`src/rtl/hist_pkg.sv`:
```
// Shared types, constants and the bin-increment helper for the histogram sequencer.
// Define HIST_SATURATE_EN to make bins stick at all-ones instead of wrapping.
package hist_pkg;

  localparam int NUM_REGS = 64;
  localparam int LANES    = 4;
  localparam int LANE_W   = 16;
  localparam int REG_AW   = 6;
  localparam int LANE_AW  = 2;
  localparam int WORD_W   = LANES * LANE_W;

  typedef enum logic [2:0] {
    IDLE,
    CLEAR,
    ACCUM,
    DRAIN,
    DONE
  } hist_state_t;

  // Returns the word with one 16-bit lane incremented; lane n sits at bits [16n+15:16n].
  function automatic logic [WORD_W-1:0] bin_inc(input logic [WORD_W-1:0] i_word,
                                                input logic [LANE_AW-1:0] i_lane);
    logic [WORD_W-1:0] w_word;
    logic [LANE_W-1:0] w_bin;
    w_word = i_word;
    w_bin  = w_word[i_lane*LANE_W +: LANE_W];
`ifdef HIST_SATURATE_EN
    if (w_bin != {LANE_W{1'b1}}) w_bin = w_bin + LANE_W'(1);
`else
    w_bin = w_bin + LANE_W'(1);
`endif
    w_word[i_lane*LANE_W +: LANE_W] = w_bin;
    return w_word;
  endfunction

endpackage

```
`src/rtl/hist_rmw_pipe.sv`:
```
// Two-stage read-modify-write pipe: stage 1 reads/captures the bin word, stage 2
// presents the incremented word for the register-file write port.
module hist_rmw_pipe
  import hist_pkg::*;
(
  input  logic              clk,
  input  logic              rst,
  input  logic              i_accept,
  input  logic [7:0]        i_pix,
  input  logic [WORD_W-1:0] i_rd,
  output logic [REG_AW-1:0] o_a1,
  output logic              o_s2_valid,
  output logic [REG_AW-1:0] o_s2_reg,
  output logic [WORD_W-1:0] o_s2_wd
);

  logic [REG_AW-1:0]  r_a1_hold;
  logic               r_s2_valid;
  logic [REG_AW-1:0]  r_s2_reg;
  logic [WORD_W-1:0]  r_s2_wd;

  logic [REG_AW-1:0]  w_reg;
  logic [LANE_AW-1:0] w_lane;
  logic               w_fwd;
  logic [WORD_W-1:0]  w_word;

  assign w_reg  = i_pix[REG_AW-1:0];
  assign w_lane = i_pix[7:6];

  // A pixel hitting the register stage 2 is writing must build on the new value.
  assign w_fwd  = r_s2_valid && (r_s2_reg == w_reg);
  assign w_word = w_fwd ? r_s2_wd : i_rd;

  // NOTE: the held address comes from a register, not an incomplete combinational assignment, so no latch is inferred.
  assign o_a1 = i_accept ? w_reg : r_a1_hold;

  // NOTE: non-blocking assignments so every register samples pre-edge values.
  always_ff @(posedge clk or posedge rst) begin
    if (rst) begin
      r_a1_hold  <= '0;
      r_s2_valid <= 1'b0;
      r_s2_reg   <= '0;
      r_s2_wd    <= '0;
    end else begin
      r_s2_valid <= i_accept;
      if (i_accept) begin
        r_a1_hold <= w_reg;
        r_s2_reg  <= w_reg;
        r_s2_wd   <= bin_inc(w_word, w_lane);
      end
    end
  end

  assign o_s2_valid = r_s2_valid;
  assign o_s2_reg   = r_s2_reg;
  assign o_s2_wd    = r_s2_wd;

endmodule

```
`src/rtl/histogram_accum_ctrl.sv`:
```
// Histogram sequencer: clears the 64x4x16 register file, then counts a pixel stream into it.
// Bin saturation instead of wrap is selected with HIST_SATURATE_EN (see hist_pkg::bin_inc).
module histogram_accum_ctrl
  import hist_pkg::*;
(
  input  logic              clk,
  input  logic              rst,
  input  logic              start,
  input  logic              pix_valid,
  input  logic [7:0]        pix_data,
  input  logic              pix_last,
  output logic              pix_ready,
  output logic              busy,
  output logic              hist_done,
  output logic              rf_we,
  output logic              rf_get8,
  output logic [REG_AW-1:0] rf_a1,
  output logic [REG_AW-1:0] rf_a2,
  output logic [WORD_W-1:0] rf_wd,
  input  logic [WORD_W-1:0] rf_rd
);

  hist_state_t       r_state;
  logic [REG_AW-1:0] r_clr_cnt;
  logic              r_pix_ready;
  logic              r_busy;
  logic              r_hist_done;

  logic              w_accept;
  logic              w_clear;
  logic              w_s2_valid;
  logic [REG_AW-1:0] w_s2_reg;
  logic [WORD_W-1:0] w_s2_wd;

  assign w_accept = pix_valid && r_pix_ready;
  assign w_clear  = (r_state == CLEAR);

  always_ff @(posedge clk or posedge rst) begin
    if (rst) begin
      r_state     <= IDLE;
      r_clr_cnt   <= '0;
      r_pix_ready <= 1'b0;
      r_busy      <= 1'b0;
      r_hist_done <= 1'b0;
    end else begin
      r_hist_done <= 1'b0;
      case (r_state)
        IDLE: begin
          if (start) begin
            r_state   <= CLEAR;
            r_clr_cnt <= '0;
            r_busy    <= 1'b1;
          end
        end
        CLEAR: begin
          r_clr_cnt <= r_clr_cnt + REG_AW'(1);
          if (r_clr_cnt == REG_AW'(NUM_REGS - 1)) begin
            r_state     <= ACCUM;
            r_pix_ready <= 1'b1;
          end
        end
        ACCUM: begin
          if (w_accept && pix_last) begin
            r_state     <= DRAIN;
            r_pix_ready <= 1'b0;
          end
        end
        DRAIN: begin
          r_state     <= DONE;
          r_hist_done <= 1'b1;
        end
        DONE: begin
          r_state <= IDLE;
          r_busy  <= 1'b0;
        end
        default: begin
          r_state     <= IDLE;
          r_pix_ready <= 1'b0;
          r_busy      <= 1'b0;
        end
      endcase
    end
  end

  hist_rmw_pipe u_pipe (
    .clk        (clk),
    .rst        (rst),
    .i_accept   (w_accept),
    .i_pix      (pix_data),
    .i_rd       (rf_rd),
    .o_a1       (rf_a1),
    .o_s2_valid (w_s2_valid),
    .o_s2_reg   (w_s2_reg),
    .o_s2_wd    (w_s2_wd)
  );

  // The clear sweep owns the write port; it never overlaps a pipelined increment.
  assign rf_we   = w_clear || w_s2_valid;
  assign rf_a2   = w_clear ? r_clr_cnt : w_s2_reg;
  assign rf_wd   = w_clear ? '0 : w_s2_wd;
  assign rf_get8 = 1'b0;

  assign pix_ready = r_pix_ready;
  assign busy      = r_busy;
  assign hist_done = r_hist_done;

endmodule

```
`config.mk`:
```
export PLATFORM = sky130hd
export DESIGN_NAME = histogram_accum_ctrl
export DESIGN_NICKNAME = d
export VERILOG_FILES = /design/src/rtl/hist_pkg.sv /design/src/rtl/hist_rmw_pipe.sv /design/src/rtl/histogram_accum_ctrl.sv
export SDC_FILE = /design/constraint.sdc
export NUM_CORES = 1
export LEC_CHECK = 0
export CAP_MARGIN = 10
export CORE_UTILIZATION = 25
export DETAILED_ROUTE_END_ITERATION = 8
export SYNTH_ARGS = -nofsm -noshare
export SYNTH_HDL_FRONTEND = slang
export SYNTH_SLANG_ARGS = --single-unit
```
`constraint.sdc`:
```
create_clock -name clk -period 3.7 [get_ports clk]
set_input_delay 0.555 -clock clk [delete_from_list [all_inputs] [get_ports clk]]
set_output_delay 0.555 -clock clk [all_outputs]
set_load 0.02 [all_outputs]
```
## After elaboration in Yosys (flattened, before gate mapping)

Index checks and enable logic that the tools add are counted.

- Register bits after elaboration: 89
- Logic and storage cells: 55

- Add/subtract/negate cells: 3
- Equal/unequal tests: 9
- Shift operators: 3
- Muxes and demuxes: 17
- Bitwise logic cells: 2
- Reduce and logical (&&, ||, !) cells: 12

Operator list:

| operator | number |
|---|---|
| 64-bit 2-to-1 mux | 2 |
| 64-bit bitwise mux | 1 |
| 16-bit by 34-bit variable shift with 64-bit output (first input constant) | 1 |
| 16-bit by 34-bit indexed part select with 64-bit output | 1 |
| 64-bit by 7-bit indexed part select with 16-bit output | 1 |
| 6-bit negation with 34-bit output | 1 |
| 6-bit 2-to-1 mux | 3 |
| 16-bit by 1-bit adder with 16-bit output (second input constant) | 1 |
| 3-bit case mux with 4 select lines | 1 |
| 6-bit case mux with 2 select lines | 1 |
| 3-bit 2-to-1 mux | 3 |
| 6-bit by 1-bit adder with 6-bit output (second input constant) | 1 |
| 3-bit by 2-bit equality test with 1-bit output (second input constant) | 2 |
| 6-bit equality test | 1 |
| 6-bit equality test (second input constant) | 1 |
| 3-bit AND reduction | 2 |
| 3-bit OR reduction | 2 |
| 1-bit 2-to-1 mux | 4 |
| 2-bit inequality test (second input constant) | 2 |
| 2-bit AND reduction | 2 |
| 3-bit by 1-bit equality test with 1-bit output (second input constant) | 1 |
| 3-bit equality test (second input constant) | 1 |
| 1-bit logical AND | 3 |
| 3-bit logical NOT | 1 |
| 6 further kinds | 7 |

## Longest topological paths before layout

Gate-level depths: netlist (run 1).

- Word-level depth: 7
- Mapped depth: 14
- Mapped depth without buffers: 11

## Cells and area by module

A second synthesis (run 1) with hierarchy kept.

- Cell total of the unflattened synthesis: 658
- Area, all modules: 6233.5 um2

By module, submodules not included:

| module | instances | cells each | area an instance (um2) |
|---|---|---|---|
| hist_rmw_pipe | 1 | 509 | 5063.6 |
| histogram_accum_ctrl | 1 | 149 | 1169.9 |

## Worst setup path after synthesis (run 1)

Ideal clock, no wire load.

- Kind: input to register
- From: input port pix_data[4]
- To: register u_pipe.r_s2_wd[10], in the netlist u_pipe.o_s2_wd[10]
- Setup time: 77 ps
- Data arrival time: 3135 ps
- Required time: 3623 ps
- Path slack: 489 ps
- Cell stages on the path: 13
- Buffers on the path: 2
- Cell sequence: xor2_1 nor3_2 nand2_4 buf_6 mux4_2 mux2i_1 inv_1 ha_1 and2_1 buf_2 and3_1 a311o_1 o21ai_1

- Word-level cells in the longest chain between the ends: 7

RTL lines:

| element | RTL line | text |
|---|---|---|
| start: declaration | histogram_accum_ctrl.sv:10 | `input logic [7:0] pix_data,` |
| 6-bit equality test (*) | hist_rmw_pipe.sv:31 | `assign w_fwd = r_s2_valid && (r_s2_reg == w_reg);` |
| 1-bit logical AND (*) | hist_rmw_pipe.sv:31 |  |
| 64-bit 2-to-1 mux (*) | hist_rmw_pipe.sv:32 | `assign w_word = w_fwd ? r_s2_wd : i_rd;` |
| 64-bit by 7-bit indexed part select with 16-bit output | hist_pkg.sv:26 | `w_bin = w_word[i_lane*LANE_W +: LANE_W];` |
| 16-bit by 1-bit adder with 16-bit output | hist_pkg.sv:30 | `w_bin = w_bin + LANE_W'(1);` |
| 16-bit by 34-bit indexed part select with 64-bit output | hist_pkg.sv:32 | `w_word[i_lane*LANE_W +: LANE_W] = w_bin;` |
| 64-bit bitwise mux (*) | hist_pkg.sv:32 |  |
| end signal: assignment | hist_rmw_pipe.sv:49 | `r_s2_wd <= bin_inc(w_word, w_lane);` |
| end: declaration | hist_rmw_pipe.sv:20 | `logic [WORD_W-1:0] r_s2_wd;` |

Mark *: on every way between the ends. The rest lies on a longest branch, timed or not.
A chain may end at the register's enable or synchronous reset.

## Worst setup path in the final report (run 1)

- From: input port pix_data[1]
- To: register u_pipe.r_s2_wd[22], in the netlist u_pipe.o_s2_wd[22]

Same word-level chain as after synthesis.

==> qor.yml, run 1 <==
layout:
  design.final.nets: 897
  drive_gt1_share_pct: 13.08
  largest_reg_flops: 64
  fin_cells: 1137
  area_growth_pct: 39.05
  filler_cell_count: 2473
  antennaDiodeCount: 0
worst_setup_path:
  critical_path.top_delay_family: "simple AND/OR/NAND/NOR gates"
  worst-path-buf-inv: 2
  critical_path.endpoint_type: "flip-flop"
  timing.critical_path.fanout_max: 9
  critical_path.max_stage_delay_ns: 0.45
  cp_cell_sequence: "clkdlybuf4s50_1 -> xnor2_1 -> and4_4 -> nand2_4 -> mux4_2 -> mux2i_1 -> inv_1 -> ha_1 -> and2_1 -> nor4b_2 -> xor2_1 -> o21ai_0"
  reg2reg_slack_ns: 0.62
  path_class: "input pin to flip-flop"
  reg2reg_to: "u_pipe.o_s2_wd[22]"
  timing.critical_path.depth: 12
  timing.critical_path.required_ns: 3.90
  crit_slowest_cell: "sky130_fd_sc_hd__clkdlybuf4s50_1"
  timing.critical_path.from_type: "input pin"
  cp_data_arrival_time_ns: 3.51
  reg2regPathDepth: 11
  rr_startpoint: "u_pipe.o_s2_reg[1]"
cts:
  cts-buffers-inserted: 9
  htree_num_levels: 3
  clk_pin_slew_ns: 0.06
  postCtsSetupBuffers: 0
  tritoncts: "built"
  cts_hold_repair.buffers: 0
  cts_repair_resize_count: 0
  clk_root_buffer_cell: "sky130_fd_sc_hd__clkbuf_16"
  clk-insertion-delay-late_ns: 0.35
  cts_num_sinks: 89
  clock_path_buffers: 2
detailed_routing:
  drt-initial-drc-count: 507
  route.antenna.remaining_nets: 0
  route.detailed.vias_per_inst: 5.194
  drc_errors: 0
  vias: 5906
  routedWlPerCell_um: 19.98
  drt_first_pass_iters: 5
  route.final.wire_length_um: 22720
logic_synthesis:
  synth.largest_area_cell: "sky130_fd_sc_hd__dfrtp_1"
  synth-async-reset-ratio_pct: 100.0
  synth_commonest_cells: "105 x sky130_fd_sc_hd__nand2_1, 89 x sky130_fd_sc_hd__dfrtp_1, 68 x sky130_fd_sc_hd__and2_1"
  synth_cell_types: 55
  synth_edf_count: 0
  synth_largest_type_area_fraction_pct: 36.57
  avgSynthCellArea_um2: 9.313
  netlist_top_cells_area: "sky130_fd_sc_hd__dfrtp_1 37%, sky130_fd_sc_hd__mux4_2 12%, sky130_fd_sc_hd__a22oi_1 7.3%, sky130_fd_sc_hd__and2_1 7.0%, sky130_fd_sc_hd__nand2_1 6.5%"
  synthFlopType: "sky130_fd_sc_hd__dfrtp_1"
  ys_seq_area_share_pct: 36.57
  yosysWarnings: 0
  ys_seq_elements: 89
  syn-cell-area_mm2: 0.006091
  syn_inst: 654
  synthMostInstantiatedCell: "sky130_fd_sc_hd__nand2_1"
  mappedNetlistNets: 738
job:
  max_cap_violation_count: 0
power_and_ir_drop:
  p_total_mw: 5.710
  irDropWorstVdd_mv: 0.2591
  power.density_mw_per_mm2: 674.2
  leakagePower_nw: 3.471
place:
  dp_worst_setup_slack_ns: 0.06554
  finalWeightedCongestion: 0.9030
  numPortBuffers: 156
  placed_cells_incl_taps: 1121
  place_hpwl_um: 17020
floorplanning:
  die_width_um: 158.1
  design.core.area_mm2: 0.02368
  y_dimension_of_the_die_um: 158.1
  num_io_pins: 158
  initial_utilization_pct: 25.72
  floorplan.die_area_mm2: 0.02499
  rows: 56
global_route:
  grt_pass1_vias: 5932
  grt_antenna_before_repair: 0
  grt_usage_pct: 18.39
  largest_net_degree_at_the_start_of_global_routing: 65
  remaining_overflow_grt: 0
  grt_pass1_wl_um: 34470
timing:
  setup_repair_after_global_routing_missed_its_margin: "false"
  fin_crit_sh_pct: 89.56
  timing.slew.headroom_pct: 41.78
  clock.fmax_mhz: 301.8
  hold_viol_final: 0
  fin_skew_ns: 0.01104
  report.final.slew_viol_count: 0
  setup_slack_ns: 0.3864
  timing.final.crit_period_ns: 3.314
  report.final.setup_viol: 0
  final.setup.tns_ns: 0
  worstMarginPinSlew_ns: 0.8732
worst_hold_path:
  holdPathStages: 2
  worst_hold_path_type: "flip-flop to flip-flop"
  hold_path_end: "u_pipe.r_a1_hold[4]"
  hold_path.startpoint: "u_pipe.r_a1_hold[4]"
outcome:
  run_status: "finished, final reports clean"
==> metrics by stage <==
step | utilization (%) | hold WS, ns | cell area, um2
6_report | 35.76 | 0.4757 | 8469
2_1_floorplan | - | 0.4580 | 6091
3_3_place_gp | 34.43 | 0.4541 | 8154
5_1_grt | 35.76 | 0.5120 | 8469
3_5_place_dp | 34.43 | 0.4649 | 8154
4_1_cts | 35.76 | 0.4829 | 8469
==> power breakdown <==
group          switching (mW)  internal (mW)
Clock                   0.409          0.564
Combinational            1.55           1.42
Sequential              0.403           1.36
Total                    2.36           3.35
==> area by class of cell <==
cell class,instances,area (um2),area share [%]
tap,319,399.1,4.713
timing repair buffer,190,1849,21.83
inverter,9,35.03,0.4137
multi-input combinational,514,3643,43.02
sequential,89,2227,26.30
clock buffer,11,252.7,2.984
clock inverter,5,62.56,0.7387
==> worst reg2reg max path: cells and delay by family (launching register included) <==
kind / cells / cell delay, ns
AOI/OAI and AO/OA: 1 / 0.13
xor gates and xnor gates: 2 / 0.58
adders and majority gates: 1 / 0.19
buffers and inverters: 1 / 0.06
DFF: 1 / 0.41
muxes: 2 / 0.63
and+or+nand+nor: 4 / 0.93
==> placed cells by master, fill, tap and decap left out, drive strengths merged, types with 5 or more instances in the layout <==
master | synthesis | final
o21ai | 83 | 83
clkbuf | 27 | 11
mux2 | 6 | 6
mux2i | 17 | 17
buf | 15 | 35
a22oi | 59 | 59
nand3 | 15 | 15
xor2 | 9 | 9
mux4 | 33 | 33
and3 | 5 | 5
nor2 | 34 | 34
dfrtp | 89 | 89
ha | 7 | 7
xnor2 | 10 | 10
clkdlybuf4s50 | 0 | 155
nand2 | 106 | 106
inv | 8 | 8
a21oi | 19 | 19
and2 | 68 | 68
==> worst max-delay path by stage <==
stage,from,to,slack (ns)
after CTS,pix_data[4],u_pipe.o_s2_wd[22],0.42
after detailed placement,pix_data[4],u_pipe.o_s2_wd[38],0.07
after global routing,pix_data[1],u_pipe.o_s2_wd[38],0.16
after floorplan,pix_data[4],u_pipe.o_s2_wd[10],0.49
final,pix_data[1],u_pipe.o_s2_wd[22],0.39
after global placement,pix_data[1],u_pipe.o_s2_wd[38],0.08
==> kinds of logic (layout without fill, tap and decap cells) <==
kind of cell	Yosys count	count (layout)	share of synthesized area, %
flops	89	89	36.57
fa+ha+maj	7	7	1.438
buf+inv	51	215	3.656
mux	56	56	16.10
compound gates	176	176	17.73
xor+xnor	19	19	2.979
simple gates	255	255	21.47
other cells	1	1	0.06157
==> routing by layer <==
| layer | up-vias | part of all wire (%) | track usage [%] |
|---|---|---|---|
| met3 | 44 | 8.2 | 4.134 |
| met5 | - | 0 | 0 |
| li1 | 2685 | - | - |
| met1 | 2881 | 44 | 24.81 |
| met2 | 296 | 46 | 28.61 |
| met4 | 0 | 2.2 | 6.731 |
Power figures use the tool's default switching activity.
==> run 2, diff against run 1 <==
--- a/config.mk
+++ b/config.mk
@@ -8,6 +8,7 @@
 export CAP_MARGIN = 10
 export CORE_UTILIZATION = 25
 export DETAILED_ROUTE_END_ITERATION = 8
+export SLEW_MARGIN = 20
 export SYNTH_ARGS = -nofsm -noshare
 export SYNTH_HDL_FRONTEND = slang
 export SYNTH_SLANG_ARGS = --single-unit
==> results of run 2 <==
The final DEF is identical to that of run 1; final timing and power are the same.
